[src/rtl/logger_pkg.sv]
// Shared types and constants for the io_out UART logger.
// Holds the TX state encoding, frame length and FIFO count width helper.
package logger_pkg;

    typedef enum logic [1:0] {
        StIdle,
        StStart,
        StData,
        StStop
    } tx_state_e;

    // Start bit + 8 data bits + stop bit.
    localparam int unsigned BITS_PER_FRAME = 10;

    function automatic int unsigned count_w(input int unsigned depth);
        return $clog2(depth) + 1;
    endfunction

endpackage

[src/rtl/sync_fifo.sv]
// Synchronous circular FIFO with a combinational head output.
// A push into a full FIFO is accepted when a pop happens on the same edge.
module sync_fifo
    import logger_pkg::*;
#(
    parameter int unsigned WIDTH = 32,
    parameter int unsigned DEPTH = 8
) (
    input  logic                        i_clk,
    input  logic                        i_rst_n,
    input  logic                        i_push,
    input  logic                        i_pop,
    input  logic [WIDTH-1:0]            i_data,
    output logic [WIDTH-1:0]            o_data,
    output logic                        o_full,
    output logic                        o_empty,
    output logic [count_w(DEPTH)-1:0]   o_count
);

    localparam int unsigned PTR_W = $clog2(DEPTH);
    localparam int unsigned CNT_W = count_w(DEPTH);

    logic [WIDTH-1:0] r_mem [DEPTH];
    logic [PTR_W-1:0] r_wptr;
    logic [PTR_W-1:0] r_rptr;
    logic [CNT_W-1:0] r_count;

    logic w_pop;
    logic w_push;

    assign o_empty = (r_count == '0);
    assign o_full  = (r_count == CNT_W'(DEPTH));
    assign o_count = r_count;
    assign o_data  = r_mem[r_rptr];

    assign w_pop  = i_pop && !o_empty;
    assign w_push = i_push && (!o_full || w_pop);

    // Pointers wrap naturally since DEPTH is a power of two.
    always_ff @(posedge i_clk or negedge i_rst_n) begin
        if (!i_rst_n) begin
            r_wptr  <= '0;
            r_rptr  <= '0;
            r_count <= '0;
        end else begin
            if (w_push) begin
                r_wptr <= r_wptr + PTR_W'(1);
            end
            if (w_pop) begin
                r_rptr <= r_rptr + PTR_W'(1);
            end
            unique case ({w_push, w_pop})
                2'b10:   r_count <= r_count + CNT_W'(1);
                2'b01:   r_count <= r_count - CNT_W'(1);
                default: r_count <= r_count;
            endcase
        end
    end

    always_ff @(posedge i_clk) begin
        if (w_push) begin
            r_mem[r_wptr] <= i_data;
        end
    end

endmodule

[src/rtl/out_uart_logger.sv]
// Watches the processor io_out bus, queues every change and sends each queued
// word little-endian over an 8N1 UART line without ever stalling the processor.
module out_uart_logger
    import logger_pkg::*;
#(
    parameter int unsigned DATA_W       = 32,
    parameter int unsigned FIFO_DEPTH   = 8,
    parameter int unsigned CLKS_PER_BIT = 16
) (
    input  logic                            clock,
    input  logic                            reset,
    input  logic [DATA_W-1:0]               io_in,
    input  logic                            en,
    output logic                            uart_tx,
    output logic                            busy,
    output logic [count_w(FIFO_DEPTH)-1:0]  fifo_count,
    output logic                            overflow
);

    localparam int unsigned NBYTES = DATA_W / 8;
    localparam int unsigned CNT_W  = $clog2(CLKS_PER_BIT);
    localparam int unsigned BYTE_W = (NBYTES > 1) ? $clog2(NBYTES) : 1;

    localparam logic [CNT_W-1:0]  CNT_MAX  = CNT_W'(CLKS_PER_BIT - 1);
    localparam logic [BYTE_W-1:0] BYTE_MAX = BYTE_W'(NBYTES - 1);
    localparam logic [2:0]        LAST_BIT = 3'(BITS_PER_FRAME - 3);

    logic [DATA_W-1:0] r_prev;
    logic              r_overflow;
    tx_state_e         r_state;
    logic [CNT_W-1:0]  r_cnt;
    logic [2:0]        r_bit_idx;
    logic [BYTE_W-1:0] r_byte_idx;
    logic [DATA_W-1:0] r_shift;
    logic              r_tx;

    tx_state_e         w_state_nxt;
    logic [CNT_W-1:0]  w_cnt_nxt;
    logic [2:0]        w_bit_nxt;
    logic [BYTE_W-1:0] w_byte_nxt;
    logic [DATA_W-1:0] w_shift_nxt;
    logic              w_tx_nxt;

    logic              w_push_req;
    logic              w_pop;
    logic              w_full;
    logic              w_empty;
    logic              w_bit_end;
    logic [DATA_W-1:0] w_head;

    assign w_push_req = en && (io_in != r_prev);
    assign w_bit_end  = (r_cnt == CNT_MAX);

    sync_fifo #(
        .WIDTH (DATA_W),
        .DEPTH (FIFO_DEPTH)
    ) u_fifo (
        .i_clk   (clock),
        .i_rst_n (reset),
        .i_push  (w_push_req),
        .i_pop   (w_pop),
        .i_data  (io_in),
        .o_data  (w_head),
        .o_full  (w_full),
        .o_empty (w_empty),
        .o_count (fifo_count)
    );

    always_ff @(posedge clock or negedge reset) begin
        if (!reset) begin
            r_prev     <= '0;
            r_overflow <= 1'b0;
        end else begin
            if (en) begin
                r_prev <= io_in;
            end
            if (w_push_req && w_full && !w_pop) begin
                r_overflow <= 1'b1;
            end
        end
    end

    always_ff @(posedge clock or negedge reset) begin
        if (!reset) begin
            r_state    <= StIdle;
            r_cnt      <= '0;
            r_bit_idx  <= '0;
            r_byte_idx <= '0;
            r_shift    <= '0;
            r_tx       <= 1'b1;
        end else begin
            r_state    <= w_state_nxt;
            r_cnt      <= w_cnt_nxt;
            r_bit_idx  <= w_bit_nxt;
            r_byte_idx <= w_byte_nxt;
            r_shift    <= w_shift_nxt;
            r_tx       <= w_tx_nxt;
        end
    end

    // The line value for the next state is computed here so uart_tx comes straight from r_tx.
    always_comb begin
        w_state_nxt = r_state;
        w_cnt_nxt   = r_cnt + CNT_W'(1);
        w_bit_nxt   = r_bit_idx;
        w_byte_nxt  = r_byte_idx;
        w_shift_nxt = r_shift;
        w_tx_nxt    = r_tx;
        w_pop       = 1'b0;

        unique case (r_state)
            StIdle: begin
                w_cnt_nxt = '0;
                w_tx_nxt  = 1'b1;
                if (!w_empty) begin
                    w_pop       = 1'b1;
                    w_shift_nxt = w_head;
                    w_byte_nxt  = '0;
                    w_state_nxt = StStart;
                    w_tx_nxt    = 1'b0;
                end
            end
            StStart: begin
                if (w_bit_end) begin
                    w_cnt_nxt   = '0;
                    w_bit_nxt   = '0;
                    w_state_nxt = StData;
                    w_tx_nxt    = r_shift[0];
                end
            end
            StData: begin
                if (w_bit_end) begin
                    w_cnt_nxt   = '0;
                    w_shift_nxt = r_shift >> 1;
                    if (r_bit_idx == LAST_BIT) begin
                        w_state_nxt = StStop;
                        w_tx_nxt    = 1'b1;
                    end else begin
                        w_bit_nxt = r_bit_idx + 3'd1;
                        w_tx_nxt  = r_shift[1];
                    end
                end
            end
            StStop: begin
                if (w_bit_end) begin
                    w_cnt_nxt = '0;
                    if (r_byte_idx < BYTE_MAX) begin
                        w_byte_nxt  = r_byte_idx + BYTE_W'(1);
                        w_state_nxt = StStart;
                        w_tx_nxt    = 1'b0;
                    end else begin
                        w_state_nxt = StIdle;
                        w_tx_nxt    = 1'b1;
                    end
                end
            end
            default: begin
                w_state_nxt = StIdle;
                w_tx_nxt    = 1'b1;
            end
        endcase
    end

    assign uart_tx  = r_tx;
    assign busy     = (r_state != StIdle) || !w_empty;
    assign overflow = r_overflow;

endmodule

[config.mk]
export PLATFORM = sky130hd
export DESIGN_NAME = out_uart_logger
export DESIGN_NICKNAME = d
export VERILOG_FILES = /design/src/rtl/logger_pkg.sv /design/src/rtl/sync_fifo.sv /design/src/rtl/out_uart_logger.sv
export SDC_FILE = /design/constraint.sdc
export NUM_CORES = 1
export LEC_CHECK = 0
export ABC_AREA = 1
export CAP_MARGIN = 30
export CELL_PAD_IN_SITES_DETAIL_PLACEMENT = 0
export CELL_PAD_IN_SITES_GLOBAL_PLACEMENT = 1
export CORE_ASPECT_RATIO = 2
export CORE_MARGIN = 1
export CORE_UTILIZATION = 45
export DETAILED_ROUTE_END_ITERATION = 12
export PLACE_DENSITY = 0.75
export SLEW_MARGIN = 10
export SYNTH_ARGS = -nofsm -noshare
export SYNTH_HDL_FRONTEND = slang
export SYNTH_SLANG_ARGS = --single-unit
[constraint.sdc]
create_clock -name clock -period 5.3 [get_ports clock]
set_input_delay 1.59 -clock clock [delete_from_list [all_inputs] [get_ports clock]]
set_output_delay 1.59 -clock clock [all_outputs]
set_load 0.005 [all_outputs]
==> results of run 1 <==
==> layer usage <==
metal / up-vias / share of wire (%) / global-route usage [%]
met3: 46 / 3.8 / 2.42
met5: - / 0.039 / 0
met1: 4473 / 38 / 24.4
li1: 4294 / - / -
met4: 2 / 2.5 / 7.87
met2: 187 / 55 / 40.8
==> Yosys cell counts <==
library cell / number
nor2_2: 1
edfxtp_1: 256
o21ai_1: 6
nand2_1: 117
nor2_4: 2
nand2_4: 2
xor2_1: 6
nand4_1: 5
o21ai_2: 1
nand3_1: 25
buf_1: 2
a21oi_1: 55
o21a_1: 1
a32o_1: 2
clkinv_1: 1
inv_2: 5
buf_6: 6
o22ai_1: 39
ha_1: 14
dfstp_2: 1
o211ai_1: 36
nor2_1: 220
inv_1: 34
o31ai_1: 2
dfrtp_1: 86
buf_2: 13
a31oi_1: 1
o2111ai_1: 1
o221ai_1: 2
xnor2_1: 25
o21ai_0: 153
buf_4: 16
clkbuf_1: 31
o21bai_1: 1
mux2_2: 23
==> kinds of logic (layout without fill, tap and decap cells) <==
family,count (synthesis),in the layout,synth area share (%)
AND/OR/NAND/NOR,372,372,10.3
flip-flops,343,343,69.2
AO/OA/AOI/OAI,300,300,11.8
buffers and inverters,108,163,3.70
XOR/XNOR,31,31,1.91
multiplexers,23,23,1.82
adder cells (fa/ha/maj),14,14,1.23
other,0,1,0
==> critical path, cell delays in order <==
cell	delay [ns]
clkdlybuf4s50_1	0.68
xnor2_1	0.16
nand2_1	0.09
nor2_1	0.23
nand2_1	0.15
nor2_1	0.12
nand2_1	0.13
nand3_1	0.12
buf_4	0.30
ha_1	0.35
a21oi_1	0.14
o21ai_1	0.09
xor2_1	0.14
==> flip-flops by register name (all words and copies together), names as in the netlist, 3 cells and up <==
name	cells
r_bit_idx	3
r_cnt	4
r_prev	32
r_shift	32
u_fifo.o_count	4
u_fifo.r_mem	256
u_fifo.r_rptr	3
u_fifo.r_wptr	3
==> power by group through the flow <==
stage / Sequential (mW) / Clock (mW) / Combinational, mW
3_5_place_dp: 3.41 / 0 / 0.695
4_1_cts: 3.35 / 2.39 / 0.697
6_report: 3.36 / 2.35 / 0.681
5_1_grt: 3.38 / 2.50 / 0.746
2_1_floorplan: 3.38 / 0 / 0.348
3_3_place_gp: 3.40 / 0 / 0.685
==> worst max path at each step <==
stage | endpoint | slack [ns] | cells past startpoint
after floorplan | u_fifo.r_mem[0][0]$_DFFE_PP_ | 1.23 | 11
after global placement | u_fifo.o_count[2]$_DFFE_PN0P_ | 0.83 | 15
after detailed placement | u_fifo.o_count[2]$_DFFE_PN0P_ | 0.81 | 15
after CTS | u_fifo.o_count[2]$_DFFE_PN0P_ | 1.42 | 15
after global routing | u_fifo.o_count[3]$_DFFE_PN0P_ | 1.19 | 15
final | u_fifo.o_count[3]$_DFFE_PN0P_ | 1.44 | 13
==> final cells by class <==
cell class / count / share of cell area [%]
tap: 418 / 3.23
sequential: 343 / 60.9
antenna: 1 / 0.0154
timing repair buffer: 67 / 4.20
clock buffer: 37 / 5.05
clock inverter: 19 / 1.56
inverter: 40 / 0.934
multi-input combinational: 740 / 24.1
==> results.md, run 1 <==
- Status: finished clean
- # DRC: 0
- Worst VDD drop: between 0.3 and 0.4 mV
- Crit. End Element: flop
- Netlist cell types: 35
- Sw frac: a little under a quarter
- First DRT Iteration DRCs: 637
- Htree depth: 1
- Slew headroom: 50.7%
- Via density: 5.41
- Arr. time, crit path: approximately 4.3 ns
- Crit path launch type: primary input
- CP Class: in -> reg
- GRT Util Overall: 21.5%
- CP max FO: 12
- Most common cell after layout, fill and taps aside: edfxtp_1
- Final Util: 52.4%
- Die X: approximately 130 µm
- FF-to-FF path depth: 9
- Area of the multi-input gates: 3920 µm²
- Grt total ovfl: 0
- Pint: 4.86 mW
- Reg2reg end: r_shift[19]$_DFFE_PN0P_
- WHS Endpoint: r_cnt[0]$_DFF_PN0_
- Worst Slack Setup Final: roughly 1.4 ns
- Starting Density: roughly 46%
- Post-place setup slack: 0.810 ns
- Yosys warns: 0
- Final ANT Viol Nets: 0
- Register area: 9870 µm²
- Register area share after synthesis: between 60% and 70%
- RePlAce Congestion: ~0.74
- Clk slew on worst S/H paths: 0.07 ns
- Post-CTS sizing: 0
- Vias post-DR: roughly 9,000
- Ranking of synthesized cells by area: edfxtp_1 (54%), dfrtp_1 (15%), nor2_1 (5.8%)
- Largest net degree at the start of global routing: 87
- Placed cells: 1,607
- Detail Placement HPWL: 19.2 mm
- Hold path start: r_cnt[0]$_DFF_PN0_
- Hold WC Path Type: reg -> reg
- Setup tns final: 0 ns
- Final hold vios: 0
- Die height: 254 µm
- Area leader, netlist: edfxtp_1
- Hold path cells: 1
- Routed wire length: 33.6 mm
- Slew Viols, Final: 0
- Endpoints failing setup: 0
- Core area: 31,000 µm²
- Std-Cell Rows: between 90 and 100
- Required time of the critical path: about 5.7 ns
- Yosys reg bits: approximately 340
- Synthesized Nets: 1,240
- CP startpoint: io_in[16]
- Root buffer cell: clkbuf_16
- Fraction of layout cells with a size suffix above 1: 9.47%
- Ports: 42
- Final worst-path cycle share: 72.9%
- Part of the power in registers: 52.5%
- Dpl cell area: 15,100 µm²
- Wire per inst: between 20 and 25 µm
- TritonRoute pass-1 iters: 5
- Die area: roughly 32,000 µm²
- Comb pwr share: between 10% and 20%
- Clock Tree Buf Depth: 3
- # Post-CTS Setup Buffers: 0
- RSZ-0062 raised after global routing: false
- Leakage Power: 5.71 nW
- Max cap viols: 0
- Number of global-route vias before repair: ~9,100
- Worst hold slack: 0.459 ns
- Mapped Cells: approximately 1,200
- Pwr/cell area: 394 nW/µm²
- Cts-stage hold buffer count: 0
- Inserted Clock Buffers: 30
- Clk pwr share: between 30 and 40%
- Slew @ Worst Pin: between 0.7 and 0.8 ns
- Final min period: ~3.9 ns
- FILL cells: 2,706
- Post-Route Skew: 0.0156 ns
- First-pass GRT wire length: 51.8 mm
- Syn Std Cell Area: 14,200 µm²
- Fin cells: approximately 1,700
- Commonest cells after routing, fill and taps aside: edfxtp_1 (256), nor2_1 (212), o21ai_0 (153)
- Clock Sinks: 343
- R2R setup slack: roughly 2.4 ns
- CTS tree: done
- Yosys top cell area share: 54.0%
- IO Port Bufs: 41
- Area grow syn2layout: 13.8%
- Worst r2r src: r_state[0]$_DFFE_PN0P_
- Total power draw: ~6.4 mW
- Max Clk Rate: 259 MHz
- Syn Area/Cell: 12.0 µm²
- Clock latency on the worst-skew pair: 0.57 ns
- Final design area excluding fillers: 16,200 µm²
- Layout Nets: 1,271
- Initial antenna violation count: 2
- Psw: 1.53 mW
(Power assumes the default switching activity.)
==> run 2: changes to the inputs <==
--- a/config.mk
+++ b/config.mk
@@ -13,7 +13,7 @@
 export CORE_MARGIN = 1
 export CORE_UTILIZATION = 45
 export DETAILED_ROUTE_END_ITERATION = 12
-export PLACE_DENSITY = 0.75
+export PLACE_DENSITY = 0.78
 export SLEW_MARGIN = 10
 export SYNTH_ARGS = -nofsm -noshare
 export SYNTH_HDL_FRONTEND = slang
==> constraint.sdc (replaced) <==
create_clock -name clock -period 3.4 [get_ports clock]
set_input_delay 1.02 -clock clock [delete_from_list [all_inputs] [get_ports clock]]
set_output_delay 1.02 -clock clock [all_outputs]
set_load 0.005 [all_outputs]
==> run 2 against run 1 <==
Utilization increased by 1.1 points; combinational power increased by 72%; clock power increased by 46%; routed wire length decreased by 2.9%; non-clock buffer count increased by 47; critical path depth decreased by 8; setup slack got worse by 1.1 ns; final area increased by 2.2%; critical endpoint is now busy.
==> results.md, run 2 (synthesis gave the netlist of run 1 again) <==
- Pint: 7.40 mW (+52%)
- Hold WC Path Type: in -> async
- Fin cells: 1,711 (+2.8%)
- Clock latency on the worst-skew pair: 0.58 ns (about the same)
- Worst hold slack: 0.416 ns (-0.0433 ns)
- Initial antenna violation count: 0 (-2)
- Clock Sinks: 343 (unchanged)
- Clock Tree Buf Depth: 3 (unchanged)
- Top Layer Used: met4
- Worst VDD drop: 0.391 mV (+2.8%)
- First DRT Iteration DRCs: 478 (-25%)
- Final ANT Viol Nets: 0 (unchanged)
- Starting Density: 46.0% (unchanged)
- Htree depth: 1 (unchanged)
- Die area: 32,400 µm² (unchanged)
- Placed cells: 1,655 (+3.0%)
- IO Port Bufs: 41 (unchanged)
- Ports: 42 (unchanged)
- Routed wire length: 32.6 mm (-2.9%)
- Diodes inserted: 0 (-1)
- GRT Util Overall: 20.9% (-0.58 points)
- RePlAce Congestion: 0.736 (-0.37%)
- CP max FO: 6 (-6)
- Status: finished clean
- Max cap viols: 0 (unchanged)
- CTS tree: done
- Number of global-route vias before repair: 9,249 (+1.8%)
- Metal2 WL: 18.2 mm (-2.1%)
- Inserted Clock Buffers: 30 (unchanged)
- Arr. time, crit path: 2.08 ns (-2.23 ns)
- CP Class: reg -> out
- Largest Register: u_fifo.r_mem
- Leakage Power: 5.92 nW (+3.7%)
- # DRC: 0 (unchanged)
- Sw frac: 24.5% (+0.52 points)
- TritonRoute pass-1 iters: 4 (-1)
- Slew @ Worst Pin: 0.664 ns (-0.0751 ns)
- Final hold vios: 0 (unchanged)
- CP peak stage delay: 0.47 ns (-0.21 ns)
- First-pass GRT wire length: 50.9 mm (-1.7%)
- Std-Cell Rows: 91 (unchanged)
- Commonest cells after routing, fill and taps aside: edfxtp_1 (256), nor2_1 (212), o21ai_0 (153)
- Root buffer cell: clkbuf_16
- Final worst-path cycle share: 91.1%
- Cts-stage hold buffer count: 0 (unchanged)
- Largest net degree at the start of global routing: 131 (+51%)
- Area grow syn2layout: 16.3%
- Top flop regs: u_fifo.r_mem x256, r_prev x32, r_shift x32
- Post-Route Skew: 0.0195 ns (+0.00396 ns)
- Fraction of layout cells with a size suffix above 1: 12.8% (+3.4 points)
- Most common cell after layout, fill and taps aside: edfxtp_1
- Slowest CP cell: dfrtp_1
- Final min period: between 3 and 4 ns
- Worst r2r src: r_state[0]$_DFFE_PN0P_
- Crit. End Element: output pin
- CP startpoint: u_fifo.o_count[1]$_DFFE_PN0P_
- Detail Placement HPWL: 19.6 mm (+2.1%)
- Vias post-DR: 9,220 (+2.4%)
- Clk slew on worst S/H paths: 0.07 ns (about the same)
- Required time of the critical path: 2.38 ns (-3.36 ns)
- Via density: 5.39 (-0.33%)
- Crit path launch type: flop
- Clk pwr share: 34.9% (-1.9 points)
- Comb pwr share: 11.9% (+1.2 points)
- Die height: 254 µm (unchanged)
- Psw: 2.39 mW (+57%)
- Grt total ovfl: 0 (unchanged)
- Max Clk Rate: 323 MHz
- Part of the power in registers: 53.2% (+0.7 points)
- Endpoints failing setup: 0 (unchanged)
- # Post-CTS Setup Buffers: 0 (unchanged)
- Layout Nets: 1,318 (+3.7%)
- Number of flip-flops in the largest register: 256 (unchanged)
- Pwr/cell area: 591 nW/µm² (+50%)
- Routed wire length on met3: 904 µm (-30%)
- Wire per inst: 19.1 µm (-5.5%)
- Post-CTS sizing: 0 (unchanged)
- Crit path cell chain: nor2_2, nand2_1, nor2_4, nand2_4, clkdlybuf4s50_1
- Slew Viols, Final: 0 (unchanged)
- RSZ-0062 raised after global routing: false
- Core area: 31,000 µm² (unchanged)
- Slew headroom: 55.7% (+4.9 points)
- Detailed-routing wirelength on met1: 12.4 mm (-3.3%)
- Die X: 128 µm (unchanged)
==> run 2: changes by cell type in the layout (fill, tap and decap cells not counted), sizes merged <==
cell	change
diode	-1
clkinv	-5
clkinvlp	+1
inv	+2
clkbuf	+6
bufinv	-4
buf	+47
==> run 2: final timing paths <==
kind                                            endpoint  slack, ns  depth (start not counted)
setup / recovery                                    busy       0.30                          5
hold / removal                     r_prev[1]$_DFFE_PN0P_       0.42                          1
setup reg to reg           u_fifo.o_count[2]$_DFFE_PN0P_       0.79                         12
hold reg to reg                       r_cnt[0]$_DFF_PN0_       0.46                          1
max in group asynchronous   u_fifo.r_rptr[0]$_DFFE_PN0P_       2.20                          2
min in group clock                    r_cnt[0]$_DFF_PN0_       0.46                          1
==> run 2: stage by stage <==
step / worst slack, ns / total power [mW] / cell area [µm²] / TNS, ns / util [%]
after floorplan: -0.103 / 5.81 / 14200 / -26.46 / -
after global placement: -0.312 / 6.45 / 15600 / -7.14 / 50.3
after detailed placement: -0.322 / 6.48 / 15600 / -0.946 / 50.3
after CTS: 0.273 / 9.88 / 16600 / 0 / 53.5
after global routing: 0.0753 / 10.2 / 16600 / 0 / 53.5
final: 0.304 / 9.80 / 16600 / 0 / 53.5
==> run 2: layout make-up <==
cell class	count	area (µm²)
multi-input cells	740	3920
fillers	2668	14400
repair buffers	114	1110
clock buffers	43	850
clock inverters	13	143
flip-flops and latches	343	9870
inverters	40	151
well taps	418	523
==> run 2: critical path, delay by kind of cell (launching register included) <==
kind | cells | cell delay, ns
flops | 1 | 0.47
buf+inv | 1 | 0.46
simple gates | 4 | 0.57
==> run 2: power groups by stage <==
stage | Sequential [mW] | Combinational, mW | Clock [mW]
finish | 5.21 | 1.17 | 3.42
global route | 5.25 | 1.28 | 3.65
CTS | 5.21 | 1.20 | 3.48
detailed placement | 5.29 | 1.19 | 0
global placement | 5.28 | 1.17 | 0
floorplan | 5.27 | 0.543 | 0
==> run 2: routing by layer <==
metal | global-route usage (%) | up-vias
met3 | 1.73 | 60
met4 | 8.37 | 0
met2 | 40.2 | 167
li1 | - | 4390
met1 | 23.4 | 4603
met5 | 0 | -
